<file path="config.mk">
export PLATFORM = sky130hd
export DESIGN_NAME = if_id_stage_flat
export DESIGN_NICKNAME = d
export VERILOG_FILES = /design/src/rtl/if_id_stage_if.sv /design/src/rtl/if_id_stage.sv /design/src/flat_wrapper.sv
export SDC_FILE = /design/constraint.sdc
export NUM_CORES = 1
export LEC_CHECK = 0
export CAP_MARGIN = 20
export CORE_MARGIN = 4
export CORE_UTILIZATION = 43
export DETAILED_ROUTE_END_ITERATION = 10
export PLACE_DENSITY = 0.81
export SLEW_MARGIN = 20
export SYNTH_ARGS = -nofsm -noshare
export SYNTH_HDL_FRONTEND = slang
export SYNTH_SLANG_ARGS = --single-unit
export TNS_END_PERCENT = 50
</file>
<file path="constraint.sdc">
create_clock -name i_clk -period 4.8 [get_ports i_clk]
set_clock_uncertainty 0.15 [all_clocks]
set_input_delay 1.2 -clock i_clk [delete_from_list [all_inputs] [get_ports i_clk]]
set_output_delay 1.2 -clock i_clk [all_outputs]
set_load 0.01 [all_outputs]
</file>
<file path="src/rtl/if_id_stage_if.sv">
// ----------------------------------------------------------------------------
// if_id_stage_if
// Bundles the signals between fetch / EX and the IF/ID stage of the LEGv8
// pipeline.
//
//   master : fetch/EX side. Drives the fetched PC/instruction, branch flush,
//            external stall and EX load info. Observes the ID-side outputs.
//   slave  : the IF/ID stage itself.
//
// Signals
//   if_pc, if_instr        fetched PC and instruction for this cycle
//   br_taken               taken branch, flush IF/ID
//   ext_stall              external request to hold IF/ID
//   ex_mem_read, ex_rd     the instruction in EX is a load, and its destination
//   id_pc, id_instr        registered PC and instruction
//   id_valid               IF/ID holds a real instruction
//   id_rn, id_rm           source register fields of id_instr
//   id_bubble              ID/EX must load a NOP this cycle
//   pc_write               enable for the fetch PC register
//   hazard_count           saturating count of load-use stall cycles
// ----------------------------------------------------------------------------
interface if_id_stage_if #(
    parameter int ADDR_W  = 64,
    parameter int INSTR_W = 32,
    parameter int CNT_W   = 16
);
    logic [ADDR_W-1:0]  if_pc;
    logic [INSTR_W-1:0] if_instr;
    logic               br_taken;
    logic               ext_stall;
    logic               ex_mem_read;
    logic [4:0]         ex_rd;
    logic [ADDR_W-1:0]  id_pc;
    logic [INSTR_W-1:0] id_instr;
    logic               id_valid;
    logic [4:0]         id_rn;
    logic [4:0]         id_rm;
    logic               id_bubble;
    logic               pc_write;
    logic [CNT_W-1:0]   hazard_count;

    modport master (
        output if_pc, if_instr, br_taken, ext_stall, ex_mem_read, ex_rd,
        input  id_pc, id_instr, id_valid, id_rn, id_rm, id_bubble, pc_write, hazard_count
    );

    modport slave (
        input  if_pc, if_instr, br_taken, ext_stall, ex_mem_read, ex_rd,
        output id_pc, id_instr, id_valid, id_rn, id_rm, id_bubble, pc_write, hazard_count
    );
endinterface

</file>
<file path="src/rtl/if_id_stage.sv">
// ----------------------------------------------------------------------------
// if_id_stage
// IF/ID pipeline register and load-use hazard unit for the pipelined LEGv8
// CPU. It captures the fetched PC and instruction one cycle after fetch. It
// extracts the source register fields and detects load-use hazards against
// the instruction in EX. From that it drives the fetch PC write enable. A
// taken branch flushes the stage. A saturating counter records hazard-stall
// cycles for performance debug.
//
// Ports
//   i_clk    clock, all state updates on the rising edge
//   i_reset  synchronous, active-high reset
//   bus      if_id_stage_if slave modport (fetch/EX inputs, ID outputs)
// ----------------------------------------------------------------------------
module if_id_stage #(
    parameter int ADDR_W  = 64,
    parameter int INSTR_W = 32,
    parameter int CNT_W   = 16
) (
    input  logic         i_clk,
    input  logic         i_reset,
    if_id_stage_if.slave bus
);
    localparam logic [4:0] XZR = 5'd31;

    logic [ADDR_W-1:0]  r_pc;
    logic [INSTR_W-1:0] r_instr;
    logic               r_valid;
    logic [CNT_W-1:0]   r_hazard_cnt;

    logic [10:0] w_op11;
    logic        w_rtype;
    logic        w_addi;
    logic        w_ldur;
    logic        w_stur;
    logic        w_cbz;
    logic        w_use_rn;
    logic        w_use_rm;
    logic [4:0]  w_rn;
    logic [4:0]  w_rm;
    logic        w_hazard;
    logic        w_stall;
    logic        w_cnt_full;

    // Classify the instruction held in ID and pick its source register fields
    always_comb begin
        w_op11 = r_instr[31:21];
        case (w_op11)
            11'b10101011000,                  // ADDS
            11'b11101011000,                  // SUBS
            11'b10001010000,                  // AND
            11'b10101010000,                  // ORR
            11'b11001010000: w_rtype = 1'b1;  // EOR
            default:         w_rtype = 1'b0;
        endcase
        w_addi   = (r_instr[31:22] == 10'b1001000100);
        w_ldur   = (w_op11 == 11'b11111000010);
        w_stur   = (w_op11 == 11'b11111000000);
        w_cbz    = (r_instr[31:24] == 8'b10110100);
        w_use_rn = w_rtype | w_addi | w_ldur | w_stur;
        // STUR and CBZ read their Rt through the [4:0] field.
        w_use_rm = w_rtype | w_stur | w_cbz;
        w_rn     = r_instr[9:5];
        if (w_rtype) begin
            w_rm = r_instr[20:16];
        end else begin
            w_rm = r_instr[4:0];
        end
    end

    // Load-use hazard against EX. XZR is never a real dependency.
    always_comb begin
        if (r_valid && bus.ex_mem_read && (bus.ex_rd != XZR)) begin
            w_hazard = (w_use_rn && (bus.ex_rd == w_rn)) ||
                       (w_use_rm && (bus.ex_rd == w_rm));
        end else begin
            w_hazard = 1'b0;
        end
        w_stall    = w_hazard | bus.ext_stall;
        w_cnt_full = &r_hazard_cnt;
    end

    // IF/ID pipeline register: flush beats stall, stall beats advance
    always_ff @(posedge i_clk) begin
        if (i_reset) begin
            r_pc    <= '0;
            r_instr <= '0;
            r_valid <= 1'b0;
        end else if (bus.br_taken) begin
            r_instr <= '0;
            r_valid <= 1'b0;
        end else if (!w_stall) begin
            r_pc    <= bus.if_pc;
            r_instr <= bus.if_instr;
            r_valid <= 1'b1;
        end
    end

    // Saturating count of load-use stall cycles. A flushing edge is not counted.
    always_ff @(posedge i_clk) begin
        if (i_reset) begin
            r_hazard_cnt <= '0;
        end else if (w_hazard && !bus.br_taken && !w_cnt_full) begin
            r_hazard_cnt <= r_hazard_cnt + {{(CNT_W-1){1'b0}}, 1'b1};
        end
    end

    assign bus.id_pc        = r_pc;
    assign bus.id_instr     = r_instr;
    assign bus.id_valid     = r_valid;
    assign bus.id_rn        = w_rn;
    assign bus.id_rm        = w_rm;
    assign bus.id_bubble    = ~r_valid | w_hazard;
    // A taken branch always reloads the PC, even when ID is stalled.
    assign bus.pc_write     = bus.br_taken | ~w_stall;
    assign bus.hazard_count = r_hazard_cnt;
endmodule

</file>
<file path="src/flat_wrapper.sv">
// flat-port wrapper written by rule: the top's interface ports become plain ports
module if_id_stage_flat 
#(
    parameter int ADDR_W  = 64,
    parameter int INSTR_W = 32,
    parameter int CNT_W   = 16
)
  (i_clk, i_reset, bus_if_pc, bus_if_instr, bus_br_taken, bus_ext_stall, bus_ex_mem_read, bus_ex_rd, bus_id_pc, bus_id_instr, bus_id_valid, bus_id_rn, bus_id_rm, bus_id_bubble, bus_pc_write, bus_hazard_count);
  if_id_stage_if #(.ADDR_W(ADDR_W), .INSTR_W(INSTR_W), .CNT_W(CNT_W)) bus_i ();
  input  logic i_clk;
  input  logic i_reset;
  input wire logic [$bits(bus_i.if_pc)-1:0] bus_if_pc;
  input wire logic [$bits(bus_i.if_instr)-1:0] bus_if_instr;
  input wire logic [$bits(bus_i.br_taken)-1:0] bus_br_taken;
  input wire logic [$bits(bus_i.ext_stall)-1:0] bus_ext_stall;
  input wire logic [$bits(bus_i.ex_mem_read)-1:0] bus_ex_mem_read;
  input wire logic [$bits(bus_i.ex_rd)-1:0] bus_ex_rd;
  output wire logic [$bits(bus_i.id_pc)-1:0] bus_id_pc;
  output wire logic [$bits(bus_i.id_instr)-1:0] bus_id_instr;
  output wire logic [$bits(bus_i.id_valid)-1:0] bus_id_valid;
  output wire logic [$bits(bus_i.id_rn)-1:0] bus_id_rn;
  output wire logic [$bits(bus_i.id_rm)-1:0] bus_id_rm;
  output wire logic [$bits(bus_i.id_bubble)-1:0] bus_id_bubble;
  output wire logic [$bits(bus_i.pc_write)-1:0] bus_pc_write;
  output wire logic [$bits(bus_i.hazard_count)-1:0] bus_hazard_count;
  assign bus_i.if_pc = bus_if_pc;
  assign bus_i.if_instr = bus_if_instr;
  assign bus_i.br_taken = bus_br_taken;
  assign bus_i.ext_stall = bus_ext_stall;
  assign bus_i.ex_mem_read = bus_ex_mem_read;
  assign bus_i.ex_rd = bus_ex_rd;
  assign bus_id_pc = bus_i.id_pc;
  assign bus_id_instr = bus_i.id_instr;
  assign bus_id_valid = bus_i.id_valid;
  assign bus_id_rn = bus_i.id_rn;
  assign bus_id_rm = bus_i.id_rm;
  assign bus_id_bubble = bus_i.id_bubble;
  assign bus_pc_write = bus_i.pc_write;
  assign bus_hazard_count = bus_i.hazard_count;
  if_id_stage #(.ADDR_W(ADDR_W), .INSTR_W(INSTR_W), .CNT_W(CNT_W)) u_core (.i_clk(i_clk), .i_reset(i_reset), .bus(bus_i));
endmodule
</file>
# ---- Word level (Yosys, flattened, before mapping)
# Index checks and enable logic that the tools add are counted.
# Widths: inputs -> output; s select.
dict set report classes {
  reduce_logical 13
  muxes 3
  bitwise 11
  n_eq_ne 12
  n_addsub 1
}
# operator n
set ops {}
lappend ops {{$eq 11x11->1 const B} 7}
lappend ops {{$add 16x1->16 const B} 1}
lappend ops {{$reduce_and 16->1} 1}
lappend ops {{$eq 10x10->1 const B} 1}
lappend ops {{$eq 5x5->1} 2}
lappend ops {{$eq 8x8->1 const B} 1}
lappend ops {{$or 1x1->1} 8}
lappend ops {{$logic_and 1x1->1} 6}
lappend ops {{$mux 5} 1}
lappend ops {{$ne 5x5->1 const B} 1}
lappend ops {{$reduce_or 5->1} 1}
lappend ops {{$not 1->1} 3}
lappend ops {{$logic_not 1->1} 2}
lappend ops {{$mux 1} 2}
lappend ops {{$reduce_and 2->1} 1}
lappend ops {{$reduce_or 2->1} 1}
lappend ops {{$logic_or 1x1->1} 1}
dict set report word_totals {
  register_bits 113
  word_cells 44
  output_inout_bits 125
  input_bits 106
}

# ---- Longest topological paths before layout
# Gate-level depths: netlist (run 1).
dict set report depth {
  ltp_word 12
  depth_mapped 10
  ltp_nobuf 7
}

# ---- Least setup slack after synthesis (run 1)
# No wires, ideal clock.
dict set report synth_timing {
  path_kind {register -> output}
  startpoint {register u_core.r_instr[21], in the netlist u_core.bus.id_instr[21]}
  endpoint {output bus_pc_write}
  t_required_ns 3.450
  stages_incl_launch_ff 8
  path_buffers 1
  setup_slack_ns 1.005
  t_arrival_ns 2.445
  cell_sequence {dfxtp_1 > or4b_4 > nor4b_4 > mux2i_1 > xor2_1 > a211o_1 > clkbuf_1 > nand2b_1}
}
dict set report synth_via {
  elab_chain_len 12
  elab_cells_between_ends 23
  cone_classes {eq/ne (8); mux (3); bitwise (8); reduce/logical (4)}
}
# item line_no
set synth_lines {}
lappend synth_lines {{from (decl)} if_id_stage.sv:27} ;# logic [INSTR_W-1:0] r_instr;
lappend synth_lines {{from (signal assigned)} if_id_stage.sv:94} ;# r_instr <= bus.if_instr;
lappend synth_lines {{$eq 11x11->1} if_id_stage.sv:48} ;# case (w_op11)
lappend synth_lines {{$reduce_or 5->1} if_id_stage.sv:48}
lappend synth_lines {{$mux 1} if_id_stage.sv:48}
lappend synth_lines {{$or 1x1->1 (3 in a row)} if_id_stage.sv:60} ;# w_use_rn = w_rtype | w_addi | w_ldur | w_stur;
lappend synth_lines {{$logic_and 1x1->1} if_id_stage.sv:74} ;# w_hazard = (w_use_rn && (bus.ex_rd == w_rn)) ||
lappend synth_lines {{$logic_or 1x1->1 *} if_id_stage.sv:74}
lappend synth_lines {{$mux 1 *} if_id_stage.sv:73} ;# if (r_valid && bus.ex_mem_read && (bus.ex_rd != XZR)) begin
lappend synth_lines {{$or 1x1->1 *} if_id_stage.sv:79} ;# w_stall = w_hazard | bus.ext_stall;
lappend synth_lines {{$not 1->1 *} if_id_stage.sv:115} ;# assign bus.pc_write = bus.br_taken | ~w_stall;
lappend synth_lines {{$or 1x1->1 *} if_id_stage.sv:115}
lappend synth_lines {{to (decl)} flat_wrapper.sv:24} ;# output wire logic [$bits(bus_i.pc_write)-1:0] bus_pc_write;
# Mark *: on every way between the ends. The rest lies on a longest branch, timed or not.

# ---- Worst setup path in the final report (run 1)
dict set report layout_timing {
  startpoint {register u_core.r_instr[27], in the netlist u_core.bus.id_instr[27]}
  endpoint {output bus_pc_write}
}
# The elaborated chain is that of the path after synthesis.

==> results of run 1 <==
==> flip-flops by register name, summed over array words and instances (netlist names) <==
name / cells
u_core.bus.id_pc: 64
u_core.bus.id_instr: 32
u_core.bus.id_valid: 1
u_core.bus.hazard_count: 16
==> final timing paths <==
kind | end | startpoint | cells past startpoint | slack, ps
worst max-delay path | bus_pc_write | u_core.bus.id_instr[27] | 8 | 160
worst min-delay path | u_core.bus.id_pc[22] | u_core.bus.id_pc[22] | 2 | 340
worst max register to register | u_core.bus.id_pc[54] | u_core.bus.id_instr[27] | 9 | 1360
worst min register to register | u_core.bus.id_pc[22] | u_core.bus.id_pc[22] | 2 | 340
==> logic make-up (layout without fill, tap and decap cells) <==
group                      after synthesis  count (layout)  synth area share
and+or+nand+nor                        174             174             0.176
DFF                                    113             113             0.474
muxes                                  104             104             0.219
buffers and inverters                   39             277            0.0585
AOI/OAI and AO/OA                       33              33            0.0459
xor gates and xnor gates                13              13            0.0239
adders and majority gates                1               1           0.00262
==> stage by stage <==
stage	instance area, sq um	util	setup slack [ps]
after CTS	7630	0.704	53.4
after detailed placement	7110	0.656	217
after global placement	7110	0.656	284
after global routing	7660	0.707	65.1
final	7660	0.707	163
after floorplan	4770	-	1000
==> final cells by class <==
cell class	instances	area, sq um	share of cell area
Inverter	6	22.5	0.00294
Clock inverter	11	91.3	0.0119
Sequential cell	113	2260	0.295
Timing Repair Buffer	239	2400	0.313
Tap cell	140	175	0.0229
Multi-Input combinational cell	325	2280	0.298
Clock buffer	21	429	0.0560
==> synthesized netlist by cell type (all sizes together) (2+ instances only) <==
master	count	area (sq um)
xor2	5	43.8
buf	18	200
nand3	11	55.1
nor3b	2	15.0
or3	6	37.5
or2	2	12.5
nand3b	2	15.0
a31oi	2	18.8
inv	6	22.5
nor2b	10	62.6
xnor2	8	70.1
nor2	104	390
nor3	5	25.0
mux2	5	56.3
dfxtp	113	2260
mux2i	99	991
a211o	2	17.5
nand4	4	25.0
nand2	9	33.8
and3	3	18.8
o31ai	2	15.0
o21ai	12	60.1
a21oi	9	45.0
or4	7	52.6
clkbuf	15	56.3
or4b	2	23.8
==> power by group through the flow <==
stage / sequential, mW / combinational, mW / clock [mW]
global route: 1.00 / 0.342 / 1.16
CTS: 0.999 / 0.321 / 1.11
global placement: 1.02 / 0.311 / 0
finish: 1.00 / 0.320 / 1.10
floorplan: 1.03 / 0.121 / 0
detailed placement: 1.02 / 0.318 / 0
==> placed cells by master (no fill, tap or decap), types with 2 or more instances in the layout <==
cell,Yosys,layout
clkdlybuf4s50_1,0,229
dfxtp_1,113,113
nor2_1,104,104
mux2i_1,99,98
clkbuf_16,0,16
o21ai_0,12,12
nand3_1,11,11
nor2b_1,10,10
nand2_1,9,9
a21oi_1,9,9
xnor2_1,8,8
or4_1,7,7
inv_1,6,6
or3_1,6,6
clkinv_2,0,6
buf_4,6,6
mux2_2,5,5
nor3_1,5,5
xor2_1,5,4
nand4_1,4,4
clkbuf_1,15,4
and3_1,3,3
clkinvlp_4,0,3
buf_12,6,3
or2_2,2,2
nor3b_1,2,2
nand3b_1,2,2
o31ai_1,2,2
==> critical path, cell delays in order (launching register included) <==
cell             delay [ps]
dfxtp_1                 410
or4b_4                  510
nor4b_4                 260
buf_4                   210
mux2i_4                 280
xor2_2                  160
a211o_2                 340
nand2b_1                 80
clkdlybuf4s50_1         530
==> timing repair <==
action	CTS	global route
endpoints found under the setup margin	0	2
resized for setup	0	4
setup buffers	0	0
==> metal layers <==
metal	track usage	vias to the layer above	share of wire
met4	0.0697	0	0.016
met3	0.0818	22	0.093
met2	0.382	195	0.49
li1	-	2098	-
met5	0	-	0
met1	0.252	1990	0.40
==> reports/metrics.csv, run 1 <==
stage,metric,value,unit
run_status,status,"complete, no violations",
grt,initial antenna violation count,0,
grt,largest net degree at the start of global routing,75,
min_path,HP Class,flop to flop,
floorplan,initial core utilization,0.440,
floorplan,I/O pins,231,
placement,GPL Wtd Cong,0.881,
routing,final WL,14400,um
clocking,CTS Hold Buffers Added,0,
routing,First DRT Iteration DRCs,229,
synth,number of synthesized flops with an enable pin,0,
clocking,Clock Sinks,113,
finish,Fillers,797,
worst_setup_path,Critical Path AT,3290,ps
synth,Synth Area per Inst,10.0,sq um
timing,TNS Setup,0,ps
placement,Port Buffers,230,
timing,Tightest Pin Transition,719,ps
finish,P&R area growth vs syn,60.6,%
synth,cells after synthesis,477,
power,Power Internal,1.85,mW
routing,WL per Instance,16.8,um
finish,proportion of layout cells with a drive suffix above 1,0.0769,
timing,Min Hold Slack,341,ps
clocking,total CTS buffers,17,
synth,post-synthesis cell area,4770,sq um
timing,Setup-failing EPs final,0,
routing,Final ANT Viol Nets,0,
floorplan,core area,10800,sq um
timing,Max Slew Vio Count,0,
placement,Detail Placement HPWL,10600,um
timing,Max Clock Freq,0.216,GHz
grt,global route overflow,0,
power,Comb pwr share,0.132,
timing,min Tclk post-route,4640,ps
clocking,CTS tree,built,
synth,ys flop type,dfxtp_1,
synth,"FF+latch count, synth",113,
floorplan,Die Wd,113,um
power,switch share,0.235,
power,Power Dens Cells,315,nW/um^2
routing,drt drc,0,
worst_setup_path,crit path max fanout,7,
timing,RSZ-0062 raised after global routing,no,
clocking,CTS Root Cell,clkbuf_8,
synth,syn nets,584,
floorplan,die area,12900,sq um
power,Clock power frac,0.454,
routing,via count,4305,
synth,Ys Warns,0,
placement,placed insts,823,
finish,ant diodes,0,
clocking,H-tree Lvls,4,
grt,GR Util All Layers,0.220,
grt,first-pass GRT wire length,22600,um
power,Peak VDD IR,0.193,mV
power,Reg power frac,0.414,
worst_setup_path,CP startpoint kind,flop,
clocking,Skew-Pair Late Insertion Delay,520,ps
timing,"Period Utilization, post-route",0.966,
power,NetSw,568,uW
worst_setup_path,CP Class,flop to output pin,
run,MaxCap Viol Count,0,
finish,post-route insts no fill,855,
power,Power Total,2.42,mW
grt,vias in the first global route,4482,
worst_setup_path,CP endpoint kind,output pin,
power,leakage,2.95,nW
worst_setup_path,Required @ worst endpoint,3450,ps
timing,"Hold Violations, Final",0,
finish,layout net count,809,
floorplan,num rows,38,
routing,first drt pass iteration count,6,
floorplan,die height,113,um
routing,number of vias per cell,5.04,
clocking,Worst-path clk slew,60,ps
timing,relative slew slack,0.521,
clocking,CTS Buffer Depth,2,
synth,"Seq/Total Area, Yosys",0.474,
synth,post-synthesis cell type count,46,
synth,asr flop ratio synth,0,
No activity file was read; power rests on OpenSTA's default activity.
==> run 2: changes to the inputs <==
--- a/config.mk
+++ b/config.mk
@@ -10,7 +10,7 @@
 export CORE_UTILIZATION = 43
 export DETAILED_ROUTE_END_ITERATION = 10
 export PLACE_DENSITY = 0.81
-export SLEW_MARGIN = 20
+export RECOVER_POWER = 25
 export SYNTH_ARGS = -nofsm -noshare
 export SYNTH_HDL_FRONTEND = slang
 export SYNTH_SLANG_ARGS = --single-unit
==> run 2 against run 1 <==
Clock power hardly changed. First-iteration DRC count did not move. Global-route usage unchanged. Final cell count stayed put. Largest cell class unchanged. Sequential power is essentially flat. Via count increased by 0.51%. The flow now finishes with violations (max-capacitance violations, max-slew violations). Fmax is 0.93% lower. Final area is 0.23% lower. Die area unchanged. Worst hold slack worse by 5.3 ps.
==> reports/metrics.csv, run 2 (same netlist as run 1, synthesis figures left out) <==
stage,metric,value,unit
run_status,violated checks,"max-capacitance violations, max-slew violations",
clocking,CTS Root Cell,clkbuf_8,
worst_setup_path,CP Class,flop to output pin,
worst_setup_path,Required @ worst endpoint,3450,ps
power,NetSw,568,uW
power,Comb pwr share,0.129,
timing,RSZ-0062 raised after global routing,no,
floorplan,initial core utilization,0.440,
floorplan,I/O pins,231,
finish,post-route insts no fill,855,
floorplan,die height,113,um
finish,max reg flops,64,
routing,via count,4327,
timing,"Hold Violations, Final",0,
finish,Final Cell Area,7650,sq um
clocking,post-CTS sizing,0,
finish,proportion of layout cells with a drive suffix above 1,0.0755,
timing,Max Clock Freq,0.214,GHz
routing,final WL,14400,um
routing,WL per Instance,16.8,um
grt,initial antenna violation count,0,
clocking,H-tree Lvls,4,
timing,Max Slew Vio Count,34,
worst_setup_path,Crit path buffers/inverters,2,
timing,Min Hold Slack,336,ps
placement,placed insts,823,
clocking,CTS Hold Buffers Added,0,
worst_setup_path,CP endpoint kind,output pin,
clocking,total CTS buffers,17,
worst_setup_path,crit path max-delay cell type,clkdlybuf4s50_1,
power,Power Total,2.41,mW
grt,first-pass GRT wire length,22600,um
timing,relative slew slack,-0.266,
floorplan,Die Wd,113,um
placement,Placed Area,7110,sq um
placement,Port Buffers,230,
worst_setup_path,CP startpoint kind,flop,
clocking,postcts setup bufs,0,
finish,Util after Layout,0.705,
routing,Final ANT Viol Nets,0,
timing,min Tclk post-route,4680,ps
clocking,Clock Sinks,113,
routing,drt drc,0,
timing,Setup-failing EPs final,0,
power,Reg power frac,0.415,
placement,GPL Wtd Cong,0.881,
worst_setup_path,max incr delay on CP,530,ps
power,switch share,0.236,
timing,"Period Utilization, post-route",0.975,
timing,PnR worst setup slack,119,ps
worst_setup_path,crit path max fanout,7,
timing,TNS Setup,0,ps
worst_setup_path,CP Cell Sequence,or4b_4 > nor4b_4 > buf_4 > mux2i_2 > xor2_2 > a211o_2 > nand2b_1 > clkdlybuf4s50_1,
power,Power Internal,1.84,mW
worst_setup_path,Top Family by Delay on Critical Path,simple AND/OR/NAND/NOR gates,
finish,"commonest non-fill, non-tap cell in the layout",clkdlybuf4s50_1,
finish,most frequent cells in the layout,"clkdlybuf4s50_1 (171), dfxtp_1 (113), nor2_1 (104)",
routing,first drt pass iteration count,6,
finish,layout net count,809,
floorplan,num rows,38,
grt,largest net degree at the start of global routing,75,
run,MaxCap Viol Count,1,
grt,vias in the first global route,4482,
clocking,CTS tree,built,
routing,First DRT Iteration DRCs,229,
placement,pre-CTS WS,217,ps
clocking,Worst-path clk slew,60,ps
power,leakage,3.12,nW
placement,Detail Placement HPWL,10600,um
finish,ant diodes,0,
worst_setup_path,Critical Path AT,3330,ps
grt,global route overflow,0,
floorplan,die area,12900,sq um
routing,number of vias per cell,5.06,
power,Clock power frac,0.456,
floorplan,core area,10800,sq um
clocking,Skew-Pair Late Insertion Delay,520,ps
power,Power Dens Cells,315,nW/um^2
clocking,CTS Buffer Depth,2,
timing,Tightest Pin Transition,1900,ps
power,Peak VDD IR,0.192,mV
run_status,status,"finished, violations left",
min_path,HP Class,flop to flop,
grt,GR Util All Layers,0.220,
finish,P&R area growth vs syn,60.2,%
## run 2: area by class of cell
cell class | instances | area (sq um)
clock buffers | 21 | 429
multi-input cells | 325 | 2260
flip-flops and latches | 113 | 2260
well taps | 140 | 175
fillers | 802 | 3190
inverters | 6 | 22.5
clock inverters | 11 | 91.3
repair buffers | 239 | 2400
## run 2: worst reg2reg max path: stages, from the launching register on
cell and delay (ps):
dfxtp_1 410, or4b_4 510, nor4b_4 260, buf_4 200
mux2i_2 320, xor2_2 180, a2111oi_4 680, buf_4 350
mux2i_1 240, nor2_1 60
## run 2: per-layer routing
metal,up-vias,GRT usage,share of wire
li1,2100,-,-
met1,2004,0.252,0.40
met2,199,0.382,0.49
met3,24,0.0818,0.092
met4,0,0.0697,0.016
met5,-,0,0
## run 2: path summary, 6_finish.rpt
kind / end / from / cells after the start / slack [ps]
setup / recovery: bus_pc_write / u_core.bus.id_instr[27] / 8 / 120
hold / removal: u_core.bus.id_pc[22] / u_core.bus.id_pc[22] / 2 / 340
setup reg to reg: u_core.bus.id_pc[54] / u_core.bus.id_instr[27] / 9 / 1310
hold reg to reg: u_core.bus.id_pc[22] / u_core.bus.id_pc[22] / 2 / 340
## run 2: power groups by stage
| stage | registers [mW] | clock network [mW] | logic, mW |
|---|---|---|---|
| 2_1_floorplan | 1.03 | 0 | 0.121 |
| 3_3_place_gp | 1.02 | 0 | 0.311 |
| 3_5_place_dp | 1.02 | 0 | 0.318 |
| 4_1_cts | 0.999 | 1.11 | 0.321 |
| 5_1_grt | 1.00 | 1.16 | 0.334 |
| 6_report | 0.998 | 1.10 | 0.311 |
